[src/rtl/dmem_stage.sv]
// Data-memory pipeline stage: issues single-cycle requests to a backing
// memory, holds the pipeline while a miss is outstanding, flags misaligned
// accesses, memory errors and timeouts, and keeps saturating hit/miss counts.
module dmem_stage #(
    parameter int DATA_W    = 16,
    parameter int ADDR_W    = 16,
    parameter int TIMEOUT   = 31,
    parameter int CNT_W     = 16,
    parameter int ALIGN_CHK = 1
) (
    input  logic              clk,
    input  logic              rst,
    input  logic              en,
    input  logic              wr,
    input  logic              dump,
    input  logic [ADDR_W-1:0] addr,
    input  logic [DATA_W-1:0] wdata,
    output logic [DATA_W-1:0] rdata,
    output logic              stall,
    output logic              err,
    output logic              m_rd,
    output logic              m_wr,
    output logic              m_dump,
    output logic [ADDR_W-1:0] m_addr,
    output logic [DATA_W-1:0] m_wdata,
    input  logic [DATA_W-1:0] m_rdata,
    input  logic              m_done,
    input  logic              m_hit,
    input  logic              m_err,
    output logic [CNT_W-1:0]  hit_cnt,
    output logic [CNT_W-1:0]  miss_cnt
);

    typedef enum logic [1:0] {
        IDLE,
        WAIT,
        RESP
    } state_t;

    state_t            state_q;
    state_t            state_d;
    logic [7:0]        tcnt_q;
    logic [7:0]        tcnt_inc;
    logic [ADDR_W-1:0] addr_q;
    logic [DATA_W-1:0] wdata_q;
    logic [DATA_W-1:0] rdata_q;

    logic misalign;
    logic issue;
    logic timeout;
    logic idle_done;
    logic wait_done;
    logic go_wait;

    // Decode the events that drive both the FSM and the datapath registers.
    // The timeout fires when the incremented count reaches TIMEOUT, so the
    // issue cycle plus WAIT cycles stall for exactly TIMEOUT cycles.
    always_comb begin
        misalign  = (ALIGN_CHK != 0) && addr[0];
        issue     = (state_q == IDLE) && en && !misalign;
        tcnt_inc  = tcnt_q + 8'd1;
        timeout   = (tcnt_inc == 8'(TIMEOUT));
        idle_done = issue && !m_err && m_done;
        go_wait   = issue && !m_err && !m_done;
        wait_done = (state_q == WAIT) && !m_err && m_done;
    end

    // Next-state and output logic; reset forces every output low.
    always_comb begin
        state_d = state_q;
        rdata   = rdata_q;
        stall   = 1'b0;
        err     = 1'b0;
        m_rd    = 1'b0;
        m_wr    = 1'b0;
        m_dump  = 1'b0;
        m_addr  = addr_q;
        m_wdata = wdata_q;
        case (state_q)
            IDLE: begin
                m_addr  = addr;
                m_wdata = wdata;
                m_dump  = dump;
                if (en) begin
                    if (misalign) begin
                        err = 1'b1;
                    end else begin
                        m_rd = !wr;
                        m_wr = wr;
                        if (m_err) begin
                            err = 1'b1;
                        end else if (m_done) begin
                            rdata = m_rdata;
                        end else begin
                            stall   = 1'b1;
                            state_d = WAIT;
                        end
                    end
                end
            end
            WAIT: begin
                stall = 1'b1;
                if (m_err) begin
                    err     = 1'b1;
                    stall   = 1'b0;
                    state_d = IDLE;
                end else if (m_done) begin
                    state_d = RESP;
                end else if (timeout) begin
                    err     = 1'b1;
                    stall   = 1'b0;
                    state_d = IDLE;
                end
            end
            RESP: begin
                state_d = IDLE;
            end
            default: begin
                state_d = IDLE;
            end
        endcase
        if (rst) begin
            state_d = IDLE;
            rdata   = '0;
            stall   = 1'b0;
            err     = 1'b0;
            m_rd    = 1'b0;
            m_wr    = 1'b0;
            m_dump  = 1'b0;
            m_addr  = '0;
            m_wdata = '0;
        end
    end

    // State, request latches, timeout counter, read data and statistics.
    // The write flag is not latched: strobes are single-cycle pulses and
    // nothing after the issue cycle depends on the access direction.
    always_ff @(posedge clk) begin
        if (rst) begin
            state_q  <= IDLE;
            tcnt_q   <= '0;
            addr_q   <= '0;
            wdata_q  <= '0;
            rdata_q  <= '0;
            hit_cnt  <= '0;
            miss_cnt <= '0;
        end else begin
            state_q <= state_d;
            if (go_wait) begin
                addr_q  <= addr;
                wdata_q <= wdata;
                tcnt_q  <= '0;
            end else if (state_q == WAIT) begin
                tcnt_q <= tcnt_inc;
            end
            if (idle_done || wait_done) begin
                rdata_q <= m_rdata;
            end
            if (idle_done && m_hit && (hit_cnt != '1)) begin
                hit_cnt <= hit_cnt + 1'b1;
            end
            if (wait_done && (miss_cnt != '1)) begin
                miss_cnt <= miss_cnt + 1'b1;
            end
        end
    end

endmodule

[config.mk]
export PLATFORM = sky130hd
export DESIGN_NAME = dmem_stage
export DESIGN_NICKNAME = d
export VERILOG_FILES = /design/src/rtl/dmem_stage.sv
export SDC_FILE = /design/constraint.sdc
export NUM_CORES = 1
export LEC_CHECK = 0
export ABC_AREA = 1
export BUFFER_PORTS_ARGS = -buffer_cell sky130_fd_sc_hd__buf_2
export CORE_ASPECT_RATIO = 0.6
export CORE_MARGIN = 1
export CORE_UTILIZATION = 48
export CTS_BUF_LIST = sky130_fd_sc_hd__clkbuf_8
export CTS_CLUSTER_SIZE = 8
export DETAILED_ROUTE_END_ITERATION = 8
export GPL_TIMING_DRIVEN = 0
export PLACE_DENSITY_LB_ADDON = 0.2
export SLEW_MARGIN = 30
export SYNTH_ARGS = -nofsm -noshare
export SYNTH_HDL_FRONTEND = slang
export SYNTH_SLANG_ARGS = --single-unit
[constraint.sdc]
create_clock -name clk -period 1.75 [get_ports clk]
set_input_delay 0.0875 -clock clk [delete_from_list [all_inputs] [get_ports clk]]
set_output_delay 0.0875 -clock clk [all_outputs]
set_load 0.005 [all_outputs]
## Word level (Yosys, flattened, before mapping)

Cells that the tools add are included.

| word-level totals | value |
|---|---|
| flip-flop bits (word level) | 90 |
| output and inout port bits | 85 |
| logic and storage cells | 82 |

| operators by class | value |
|---|---|
| add/subtract/negate cells | 3 |
| equal/unequal tests | 9 |
| muxes and demuxes | 45 |
| reductions and logical operators | 18 |

Operator list:

| cell | number |
|---|---|
| 2-to-1 mux 16 bit | 10 |
| adder 16 x 1 -> 16 bit, second input constant | 2 |
| != test 16 bit, second input constant | 2 |
| 2-to-1 mux 1 bit | 25 |
| 2-to-1 mux 2 bit | 7 |
| logical AND 1 bit | 10 |
| adder 8 x 1 -> 8 bit, second input constant | 1 |
| == test 8 x 5 -> 1 bit, second input constant | 1 |
| != test 2 bit, second input constant | 4 |
| AND reduction 5 bit | 1 |
| logical NOT 1 bit | 4 |
| != test 4 bit, second input constant | 1 |
| case mux 1 bit (2 select lines) | 2 |
| case mux 2 bit (2 select lines) | 1 |
| == test 2 x 1 -> 1 bit, second input constant | 1 |
| logical NOT 2 bit | 1 |
| OR reduction 2 bit | 1 |
| logical OR 1 bit | 1 |

## Longest topological paths before layout

Gate-level depths: netlist of run 1.

| logic depth | value |
|---|---|
| depth in word-level cells | 7 |
| mapped depth | 12 |
| depth with buffers taken out | 11 |

## Least setup slack after synthesis of run 1

OpenSTA, ideal clock, no wires.

| timing | value |
|---|---|
| kind | register to register |
| start | register hit_cnt[0] |
| end | register hit_cnt[4] |
| library setup time | 0.115 ns |
| arrival | 1.418 ns |
| path slack | 0.218 ns |
| cell stages (with the launch flop) | 12 |
| path buffers | 1 |
| period minus slack after synthesis | 1.532 ns |
| path through | dfxtp_1 ha_1 nand3_1 nor2_1 nand3_1 nand2_2 inv_2 buf_6 nand3_2 nor2_1 nor2_1 nor2_1 |

| between the ends | value |
|---|---|
| word-level cells in the longest chain between the ends | 2 |
| elaborated cells on any way between the ends | 3 |
| classes of those cells | add/sub (1); eq/ne (1); reduce/logical (1) |

Ends and longest elaborated chain:

| item | RTL line | RTL |
|---|---|---|
| start: declaration | 30 | `output logic [CNT_W-1:0] hit_cnt,` |
| start signal: assignment | 160 | `hit_cnt <= hit_cnt + 1'b1;` |
| parallel branches: the longest is 2 deep, another holds adder 16 x 1 -> 16 bit | - |  |

Parallel ways; which one is timed is not known.
A chain may end at the register's enable or synchronous reset.

## Worst setup path after layout of run 1

| timing | value |
|---|---|
| start | register tcnt_q[0] |
| end | output err |

| between the ends | value |
|---|---|
| word-level cells in the longest chain between the ends | 7 |

Ends and longest elaborated chain:

| item | RTL line | RTL |
|---|---|---|
| start: declaration | 42 | `logic [7:0] tcnt_q;` |
| start signal: assignment | 154 | `tcnt_q <= tcnt_inc;` |
| adder 8 x 1 -> 8 bit | 61 | `tcnt_inc = tcnt_q + 8'd1;` |
| == test 8 x 5 -> 1 bit | 62 | `timeout = (tcnt_inc == 8'(TIMEOUT));` |
| 2-to-1 mux 1 bit | 109 | `end else if (timeout) begin` |
| 2-to-1 mux 1 bit | 107 | `end else if (m_done) begin` |
| 2-to-1 mux 1 bit | 103 | `if (m_err) begin` |
| case mux 1 bit (2 select lines) | 79 | `case (state_q)` |
| 2-to-1 mux 1 bit | 122 | `if (rst) begin` |
| end: declaration | 20 | `output logic err,` |

Every way passes these cells.

==> results of run 1 <==
## metal layers
| metal | track usage, % | share of wire [%] |
|---|---|---|
| met1 | 38.2 | 44 |
| met2 | 45.7 | 46 |
| met3 | 6.68 | 8.5 |
| met4 | 9.88 | 1.7 |
| met5 | 0 | 0 |
## flip-flops by register name (all words and copies together), names as in the netlist
signal	cells
miss_cnt	16
state_q	2
addr_q	16
tcnt_q	8
wdata_q	16
hit_cnt	16
rdata_q	16
## metrics by stage
| step | TNS, ns | cell area, sq um | util [%] |
|---|---|---|---|
| after floorplan | 0 | 4670 | - |
| after global placement | -0.0162 | 5520 | 59.5 |
| after detailed placement | -0.0827 | 5520 | 59.5 |
| after CTS | -0.519 | 6280 | 67.6 |
| after global routing | -2.25 | 6740 | 72.5 |
| final | -0.986 | 6740 | 72.5 |
## power by group
group,leakage (nW),switching (W),internal (W)
clock network,0.119,0.000801,0.000990
registers,0.733,0.0000150,0.00208
logic,1.93,0.000326,0.000252
## worst min path at each step
stage                      from                        to  slack (ns)  cells after the start
floorplan                    wr                      m_rd        0.21                      1
global placement        addr[3]    addr_q[3]$_SDFFE_PP0P_        0.33                      3
detailed placement      addr[3]    addr_q[3]$_SDFFE_PP0P_        0.33                      3
CTS                 m_rdata[15]  rdata_q[15]$_SDFFE_PP0P_      0.0003                      3
global route        m_rdata[15]  rdata_q[15]$_SDFFE_PP0P_        0.02                      3
finish               m_rdata[5]   rdata_q[5]$_SDFFE_PP0P_        0.01                      3
## cells by family after synthesis
kind of cell / after synthesis / synth area share (%)
flops: 90 / 38.6
fa+ha+maj: 4 / 1.07
xor+xnor: 5 / 0.939
buf+inv: 139 / 11.7
compound gates: 215 / 23.4
simple gates: 235 / 24.2
## area by class of cell
| type | count | share of cell area, % |
|---|---|---|
| sequential | 90 | 27.0 |
| buffer | 38 | 3.75 |
| clock inverter | 6 | 1.69 |
| timing repair buffer | 193 | 19.1 |
| multi-input combinational | 460 | 38.3 |
| tap | 130 | 2.42 |
| clock buffer | 10 | 2.04 |
| inverter | 101 | 5.67 |
## cells in the final DEF (no fill, tap or decap), types with 9 or more instances in the layout
cell,instances
clkbuf_1,11
clkbuf_8,11
nand2_1,80
nor2_1,40
a21oi_1,76
nor3_1,10
buf_2,146
dlygate4sd3_1,30
o21ai_0,86
buf_4,12
clkbuf_2,10
inv_2,15
o21ai_1,21
dfxtp_1,80
nand3_2,9
inv_1,84
a21oi_2,18
buf_6,11
nand3_1,52
## worst max-delay path, cell delays in order, from the launching register on
cell and delay (ns):
dfxtp_4 0.37, ha_4 0.18, nand3_1 0.11, nand2_1 0.09, nand2_1 0.14, nand3_2 0.11
nor2_2 0.11, nand2_1 0.07, nand2_1 0.08, nand3_2 0.08, a21oi_2 0.12, buf_2 0.13
## repair_timing
action / in CTS / in global routing
gates resized for setup: 50 / 104
cloned: 0 / 5
buffers inserted: 10 / 18
hold buffers: 30 / 0
endpoints found under the hold margin: 30 / 0
pin swaps: 11 / 21
setup endpoints to repair: 55 / 114
==> flow_summary.yaml, run 1 <==
routing:
  wl_um: 15900
  via_count: 5611
  wl_per_cell_um: 15.4
  drc_errors: 0
  drtAntennaViolNets: 0
  vias_per_cell: 5.46
  firstDrtPassIters: 7
  drt_first_iter_violations: 450
critical_path:
  path_max_fanout: 4
  start_kind: "flip-flop"
  endpoint_kind: "output port"
  worstSetupPathType: "reg -> out"
  setup.worst_path.end: "err"
  r2r-start: "state_q[0]$_SDFFE_PP0P_"
  cp-startpoint: "tcnt_q[0]$_SDFFE_PP0P_"
  worst_ep_arrival_time_ns: 1.98
  reg2reg_to: "hit_cnt[10]$_SDFFE_PP0P_"
  crit_required_ns: 1.66
  r2r_cells: 12
  reg2reg_slack_ns: 0.02
cells_and_area:
  final_cells: 1028
  multi_input_area_sq_um: 2580
  fillerInstances: 716
  diodes: 0
  fin_nets: 953
  seqCellArea_sq_um: 1820
  syn2layout_area_growth_pct: 44.4
  drive_gt1_share_pct: 34.0
flow_run:
  maxCapViolCount: 0
clock_tree:
  cts_root_buf: "clkbuf_8"
  htreeDepth: 3
  cts_buffers: 9
  cts_sinks: 90
  clk_path_buf_depth: 2
  cts_tree: "built"
  clk_pin_slew_ns: 0.09
  clk_latency_ns: 0.37
floorplan:
  die_w_um: 129
  boundaryPins: 141
  start_util_pct: 50.2
  dieArea_sq_um: 10100
  die_y_um: 78.4
  coreArea_sq_um: 9290
  rows: 27
min_path:
  worstHoldPathType: "in -> reg"
synthesis:
  yosysMostFrequentCell: "o21ai_0"
  synthTopCellsByArea: "dfxtp_1 (39%), o21ai_0 (11%), a21oi_1 (9.9%)"
  syn-cell-area_sq_um: 4670
  seq_area_frac_synth_pct: 38.6
  syn_inst: 688
  yosysWarnings: 0
  synth_common_cells: "o21ai_0 (102), a21oi_1 (92), dfxtp_1 (90), inv_1 (90), nand2_1 (86)"
  syn_nets: 748
  synth_edf_count: 0
  synth.avg_cell_area_sq_um: 6.78
  synthArstFlopShare_pct: 0
  yosys.area.top_type: "dfxtp_1"
  ys_ff_latch: 90
  ys_types: 35
  synth_top_area_share_pct: 38.6
  synthFlopType: "dfxtp_1"
global_route:
  antenna_found_initial: 0
  grt_max_degree: 16
  grt_pass1_wl_um: 22900
  grt-ovfl-total: 0
  first_global_vias: 4868
  track_usage_pct: 28.7
placement:
  place_inst: 957
  dpl_worst_slack_ns: -0.0459
  gp_congestion: 0.929
  dp_hpwl_um: 10400
  portBuffers: 139
timing:
  rsz0062_at_grt: "true"
  period_needed_ns: 2.06
  finalSetupViolCount: 17
  fmax_ghz: 0.485
  slew-limit-headroom_pct: 54.7
  whs_ns: 0.0123
  setup_slack_ns: -0.314
  fin_crit_sh_pct: 118
  fin_skew_ns: 0.00835
  slew_viol_final: 0
  finalHoldViolations: 0
  tightest_slew_ns: 0.679
outcome:
  status: "finished with violations"
  violations: "setup timing"
pwr:
  vdd_drop_max_mv: 0.394
  p_leak_nw: 2.78
  power_density_nw_per_um2: 663
  p_total_w: 0.00446
Power figures use the tool's default switching activity.
==> inputs of run 2 (changes only) <==
--- a/config.mk
+++ b/config.mk
@@ -10,7 +10,7 @@
 export CORE_ASPECT_RATIO = 0.6
 export CORE_MARGIN = 1
 export CORE_UTILIZATION = 48
-export CTS_BUF_LIST = sky130_fd_sc_hd__clkbuf_8
+export CTS_BUF_LIST = sky130_fd_sc_hd__clkbuf_8 sky130_fd_sc_hd__clkbuf_16
 export CTS_CLUSTER_SIZE = 8
 export DETAILED_ROUTE_END_ITERATION = 8
 export GPL_TIMING_DRIVEN = 0
==> run 2 against run 1 <==
Effect of this change: the flow still finishes with violations (setup timing); fmax up 5.8%; final cell count fell by 2.2%; sequential share of layout area rose by 1.4 points; hold slack worse by 0.0050 ns; non-clock buffer count is 22 lower; largest cell class unchanged; largest power group is now the clock network.
==> flow_summary.yaml, run 2 (synthesis gave the netlist of run 1 again) <==
outcome:
  status: "finished with violations"
  violations: "setup timing"
timing:
  setup_tns_ns: -0.359
  finalHoldViolations: 0
  tightest_slew_ns: 0.614
  finalSetupViolCount: 2
  fin_skew_ns: 0.00575
  slew_viol_final: 0
  rsz0062_at_grt: "true"
  slew-limit-headroom_pct: 59.0
  setup_slack_ns: -0.201
  fin_crit_sh_pct: 111
  fmax_ghz: 0.513
  period_needed_ns: 1.95
placement:
  place_inst: 957
  gp_congestion: 0.929
  portBuffers: 139
  dp_hpwl_um: 10400
  dpl_cell_area_sq_um: 5520
pwr:
  p_leak_nw: 2.65
  vdd_drop_max_mv: 0.489
  p_total_w: 0.00488
  power_density_nw_per_um2: 764
floorplan:
  die_w_um: 129
  die_y_um: 78.4
  start_util_pct: 50.2
  dieArea_sq_um: 10100
  boundaryPins: 141
  rows: 27
  coreArea_sq_um: 9290
global_route:
  grt-ovfl-total: 0
  grt_pass1_wl_um: 22900
  grt_max_degree: 16
  antenna_found_initial: 0
  track_usage_pct: 28.8
  first_global_vias: 4866
cells_and_area:
  fin_nets: 930
  layout_commonest_cell: "buf_2"
  mostFrequentLayoutCells: "buf_2 (145), o21ai_0 (97), a21oi_1 (89)"
  syn2layout_area_growth_pct: 37.1
  drive_gt1_share_pct: 30.5
  diodes: 0
  design_area_sq_um: 6400
  final_cells: 1005
min_path:
  worstHoldPathCells: 3
  worstHoldPathType: "in -> reg"
  min_from: "addr[8]"
  min_to: "addr_q[8]$_SDFFE_PP0P_"
critical_path:
  reg2reg_to: "tcnt_q[2]$_SDFFE_PP0P_"
  slowest_delay_ns: 0.36
  worst_ep_arrival_time_ns: 1.86
  crit_buf_inv: 1
  critPathTopFamily: "simple AND/OR/NAND/NOR gates"
  worstSetupPathType: "reg -> out"
  crit_top_cell: "nand2_1"
  crit_required_ns: 1.66
  endpoint_kind: "output port"
  start_kind: "flip-flop"
  r2r-start: "tcnt_q[0]$_SDFFE_PP0P_"
  r2r_cells: 12
  path_max_fanout: 4
  worstPathCellList: "ha_4, nand3_1, nand2_1, nand2_2, nand3_2, nor2_2, nand2_1, nand2_1, nand3_2, a21oi_2, buf_2"
  slowest_stage: "dfxtp_4"
  reg2reg_slack_ns: 0.05
clock_tree:
  cts_sinks: 90
  htreeDepth: 3
  clk_pin_slew_ns: 0.07
  clk_latency_ns: 0.35
  cts_tree: "built"
  clk_path_buf_depth: 2
  cts_root_buf: "clkbuf_16"
  cts_buffers: 9
routing:
  drc_errors: 0
  firstDrtPassIters: 5
  drt_first_iter_violations: 448
  via_count: 5406
  vias_per_cell: 5.38
  wl_per_cell_um: 14.7
  drtAntennaViolNets: 0
  wl_um: 14800
flow_run:
  maxCapViolCount: 0
run 2: changes by cell type in the layout (fill, tap and decap cells not counted), sizes merged:
| cell | change |
|---|---|
| dlygate4sd3 | -10 |
| buf | -8 |
| clkbuf | -4 |
| clkinv | +1 |
| inv | -1 |
| nand2 | -1 |
run 2: report_power, final:
group | internal (W) | switching (W) | total, W
combinational | 0.000208 | 0.000289 | 0.000497
sequential | 0.00208 | 0.0000144 | 0.00209
clock | 0.00144 | 0.000856 | 0.00229
total | 0.00373 | 0.00116 | 0.00488
run 2: metal layers:
metal	track usage, %	vias to the layer above	routed length [um]
li1	-	2645	-
met5	0	-	0
met2	46.5	240	6740
met4	8.82	0	265
met3	7.70	33	1130
met1	37.3	2488	6670
run 2: worst max path at each step:
stage                              endpoint  depth (start not counted)  slack [ns]                    start
floorplan           hit_cnt[4]$_SDFFE_PP0P_                         11        0.22  hit_cnt[0]$_SDFFE_PP0P_
global placement    hit_cnt[4]$_SDFFE_PP0P_                         11       -0.01  hit_cnt[0]$_SDFFE_PP0P_
detailed placement  hit_cnt[4]$_SDFFE_PP0P_                         11       -0.05  hit_cnt[0]$_SDFFE_PP0P_
CTS                                     err                         12       -0.20   tcnt_q[1]$_SDFFE_PP0P_
global route                            err                         11       -0.30   tcnt_q[0]$_SDFFE_PP0P_
finish                                  err                         11       -0.20   tcnt_q[0]$_SDFFE_PP0P_
run 2: through the flow:
stage	hold slack, ns	util, %	setup slack (ns)
final	0.00734	68.8	-0.201
after global routing	0.0208	68.8	-0.301
after CTS	0.0000595	67.0	-0.195
after detailed placement	0.333	59.5	-0.0459
after global placement	0.325	59.5	-0.0123
after floorplan	0.210	-	0.218
run 2: timing repair:
item	in CTS	in global routing
resized for setup	43	64
hold endpoints to repair	19	1
gates cloned	0	0
setup buffers	9	6
endpoints found under the setup margin	54	104
pin swaps	11	12
hold buffers	19	1
run 2: area by class of cell:
cell class	count	area (sq um)
fillers	779	2890
clock buffers	10	239
multi-input cells	459	2450
clock inverters	6	114
flip-flops and latches	90	1820
well taps	130	163
inverters	101	382
plain buffers	38	228
repair buffers	171	997
run 2: worst reg2reg max path, stage by stage (launching register included):
cell and delay, ns:
dfxtp_4 0.36, ha_4 0.19, inv_4 0.06, nand2_4 0.06
buf_6 0.11, buf_6 0.10, buf_6 0.10, buf_4 0.12
buf_4 0.12, buf_4 0.12, buf_4 0.12, nand3_2 0.07
a21oi_2 0.05
==> inputs of run 3 (changes only) <==
--- a/config.mk
+++ b/config.mk
@@ -5,11 +5,11 @@
 export SDC_FILE = /design/constraint.sdc
 export NUM_CORES = 1
 export LEC_CHECK = 0
-export ABC_AREA = 1
+export ABC_AREA = 0
 export BUFFER_PORTS_ARGS = -buffer_cell sky130_fd_sc_hd__buf_2
 export CORE_ASPECT_RATIO = 0.6
 export CORE_MARGIN = 1
-export CORE_UTILIZATION = 48
+export CORE_UTILIZATION = 40
 export CTS_BUF_LIST = sky130_fd_sc_hd__clkbuf_8 sky130_fd_sc_hd__clkbuf_16
 export CTS_CLUSTER_SIZE = 8
 export DETAILED_ROUTE_END_ITERATION = 8
==> run 3 against run 2 <==
Effect of this change: the flow still finishes with violations (setup timing); non-clock buffer count increased by 44; synthesized cell count decreased by 6.7%; fmax decreased by 1.7%; utilization increased by 1.5 points; routed wire length increased by 17%; sequential power about the same; hold slack improved by 0.016 ns; power decreased by 2.6%; first-iteration DRC count decreased by 20%; combinational power increased by 36%; largest cell class unchanged; largest power group is now sequential cells.
==> flow_summary.yaml, run 3 <==
synthesis:
  ys_types: 50
  synth_edf_count: 0
  synth_common_cells: "nand2_1 (174), a21oi_1 (109), dfxtp_1 (90)"
  synth_top_area_share_pct: 38.0
  syn-cell-area_sq_um: 4740
  synthArstFlopShare_pct: 0
  syn_inst: 642
  yosysMostFrequentCell: "nand2_1"
  synthFlopType: "dfxtp_1"
  synth.avg_cell_area_sq_um: 7.39
  synthTopCellsByArea: "dfxtp_1 (38%), nand2_1 (14%), a21oi_1 (11%)"
  ys_ff_latch: 90
  seq_area_frac_synth_pct: 38.0
  yosysWarnings: 0
  syn_nets: 702
  yosys.area.top_type: "dfxtp_1"
clock_tree:
  htreeDepth: 3
  cts_tree: "built"
  cts_sinks: 90
  clk_path_buf_depth: 2
  clk_latency_ns: 0.35
  cts_buffers: 9
  clk_pin_slew_ns: 0.07
  cts_root_buf: "clkbuf_16"
timing:
  tightest_slew_ns: 0.819
  slew-limit-headroom_pct: 45.4
  finalSetupViolCount: 96
  rsz0062_at_grt: "true"
  fin_crit_sh_pct: 113
  fin_skew_ns: 0.0105
  setup_tns_ns: -5.55
  finalHoldViolations: 0
  fmax_ghz: 0.504
  slew_viol_final: 0
  period_needed_ns: 1.98
  setup_slack_ns: -0.234
routing:
  vias_per_cell: 5.54
  highest_layer: "met4"
  wl_met1_um: 7800
  met2WireLength_um: 8180
  wl_per_cell_um: 16.8
  drt_first_iter_violations: 357
  firstDrtPassIters: 5
  dr_wl_met3_um: 1040
  via_count: 5679
  drc_errors: 0
  drtAntennaViolNets: 0
  wl_um: 17300
outcome:
  violations: "setup timing"
  status: "finished with violations"
floorplan:
  coreArea_sq_um: 11400
  die_y_um: 86.4
  rows: 30
  die_w_um: 143
  dieArea_sq_um: 12300
  start_util_pct: 41.6
  boundaryPins: 141
global_route:
  antenna_found_initial: 0
  first_global_vias: 4891
  grt_pass1_wl_um: 24300
  grt-ovfl-total: 0
  track_usage_pct: 24.9
  grt_max_degree: 16
cells_and_area:
  design_area_sq_um: 8020
  fillerInstances: 855
  layout_commonest_cell: "buf_2"
  drive_gt1_share_pct: 54.2
  final_cells: 1026
  fin_nets: 921
  mostFrequentLayoutCells: "buf_2 (143), nand2_1 (101), a21oi_2 (80)"
  diodes: 0
  syn2layout_area_growth_pct: 69.1
  multi_input_area_sq_um: 3790
  seqCellArea_sq_um: 1830
critical_path:
  crit_required_ns: 1.66
  worst_ep_arrival_time_ns: 1.90
  cp-startpoint: "tcnt_q[1]$_SDFFE_PP0P_"
  path_max_fanout: 7
  r2r-start: "state_q[1]$_SDFFE_PP0P_"
  start_kind: "flip-flop"
  worstSetupPathType: "reg -> out"
  endpoint_kind: "output port"
min_path:
  min_from: "m_rdata[5]"
  worstHoldPathType: "in -> reg"
placement:
  gp_congestion: 0.841
  dpl_worst_slack_ns: -0.523
  place_inst: 940
  dp_hpwl_um: 10100
  dpl_cell_area_sq_um: 5650
  portBuffers: 138
flow_run:
  maxCapViolCount: 0
pwr:
  p_leak_nw: 3.25
  vdd_drop_max_mv: 0.438
  power_density_nw_per_um2: 593
## run 3: cell types whose count changed in the layout (fill, tap and decap cells not counted), moves of 25 or more
cell,delta
a21oi_1,-62
a21oi_2,+75
buf_4,+25
inv_1,-76
nand2_4,+51
nand3_1,-39
o21ai_0,-89
## run 3: critical path, stage by stage, from the launching register on
cell,delay [ns]
dfxtp_4,0.41
ha_4,0.15
nand3_2,0.09
or3_4,0.40
a32oi_4,0.24
o2bb2ai_2,0.14
buf_2,0.13
## run 3: cell families after synthesis
| kind of cell | synth area share [%] |
|---|---|
| adders and majority gates | 1.05 |
| buffers and inverters | 5.25 |
| xor gates and xnor gates | 1.11 |
| AOI/OAI and AO/OA | 18.4 |
| muxes | 4.54 |
| DFF | 38.0 |
| and+or+nand+nor | 31.7 |
## run 3: final timing paths
path | end | slack (ns) | cells after the start
setup / recovery | err | -0.23 | 6
hold / removal | rdata_q[5]$_SDFFE_PP0P_ | 0.02 | 3
setup reg to reg | addr_q[9]$_SDFFE_PP0P_ | -0.07 | 6
hold reg to reg | addr_q[0]$_SDFFE_PP0P_ | 0.45 | 2
## run 3: final cells by class
cell class | instances | share of cell area, %
Sequential cell | 90 | 22.8
Timing Repair Buffer | 213 | 18.4
Inverter | 10 | 0.499
Tap cell | 160 | 2.49
Multi-Input combinational cell | 497 | 47.2
Clock buffer | 10 | 2.98
Clock inverter | 6 | 0.811
Buffer | 40 | 4.79
## run 3: routing by layer
layer / GRT usage, % / vias up
met5: 0 / -
met4: 5.87 / 0
met3: 4.81 / 22
met2: 38.8 / 224
met1: 35.4 / 2736
li1: - / 2697
## run 3: metrics by stage
step / util [%] / hold WS, ns / power (W)
after floorplan: - / 0.210 / 0.00234
after global placement: 49.5 / 0.335 / 0.00253
after detailed placement: 49.5 / 0.347 / 0.00254
after CTS: 61.1 / 0.000429 / 0.00464
after global routing: 70.3 / 0.0210 / 0.00491
final: 70.3 / 0.0229 / 0.00476
## run 3: report_power, final
part | switching (W) | internal [W]
Clock | 0.000839 | 0.00115
Sequential | 0.0000242 | 0.00207
Combinational | 0.000365 | 0.000312
## run 3: what timing repair did
| action | in CTS | in global routing |
|---|---|---|
| setup buffers | 26 | 19 |
| hold buffers | 20 | 0 |
| endpoints found under the hold margin | 20 | 0 |
| setup endpoints to repair | 138 | 131 |
| pin swaps | 83 | 111 |
| gates resized for setup | 149 | 229 |
| cloned | 5 | 6 |
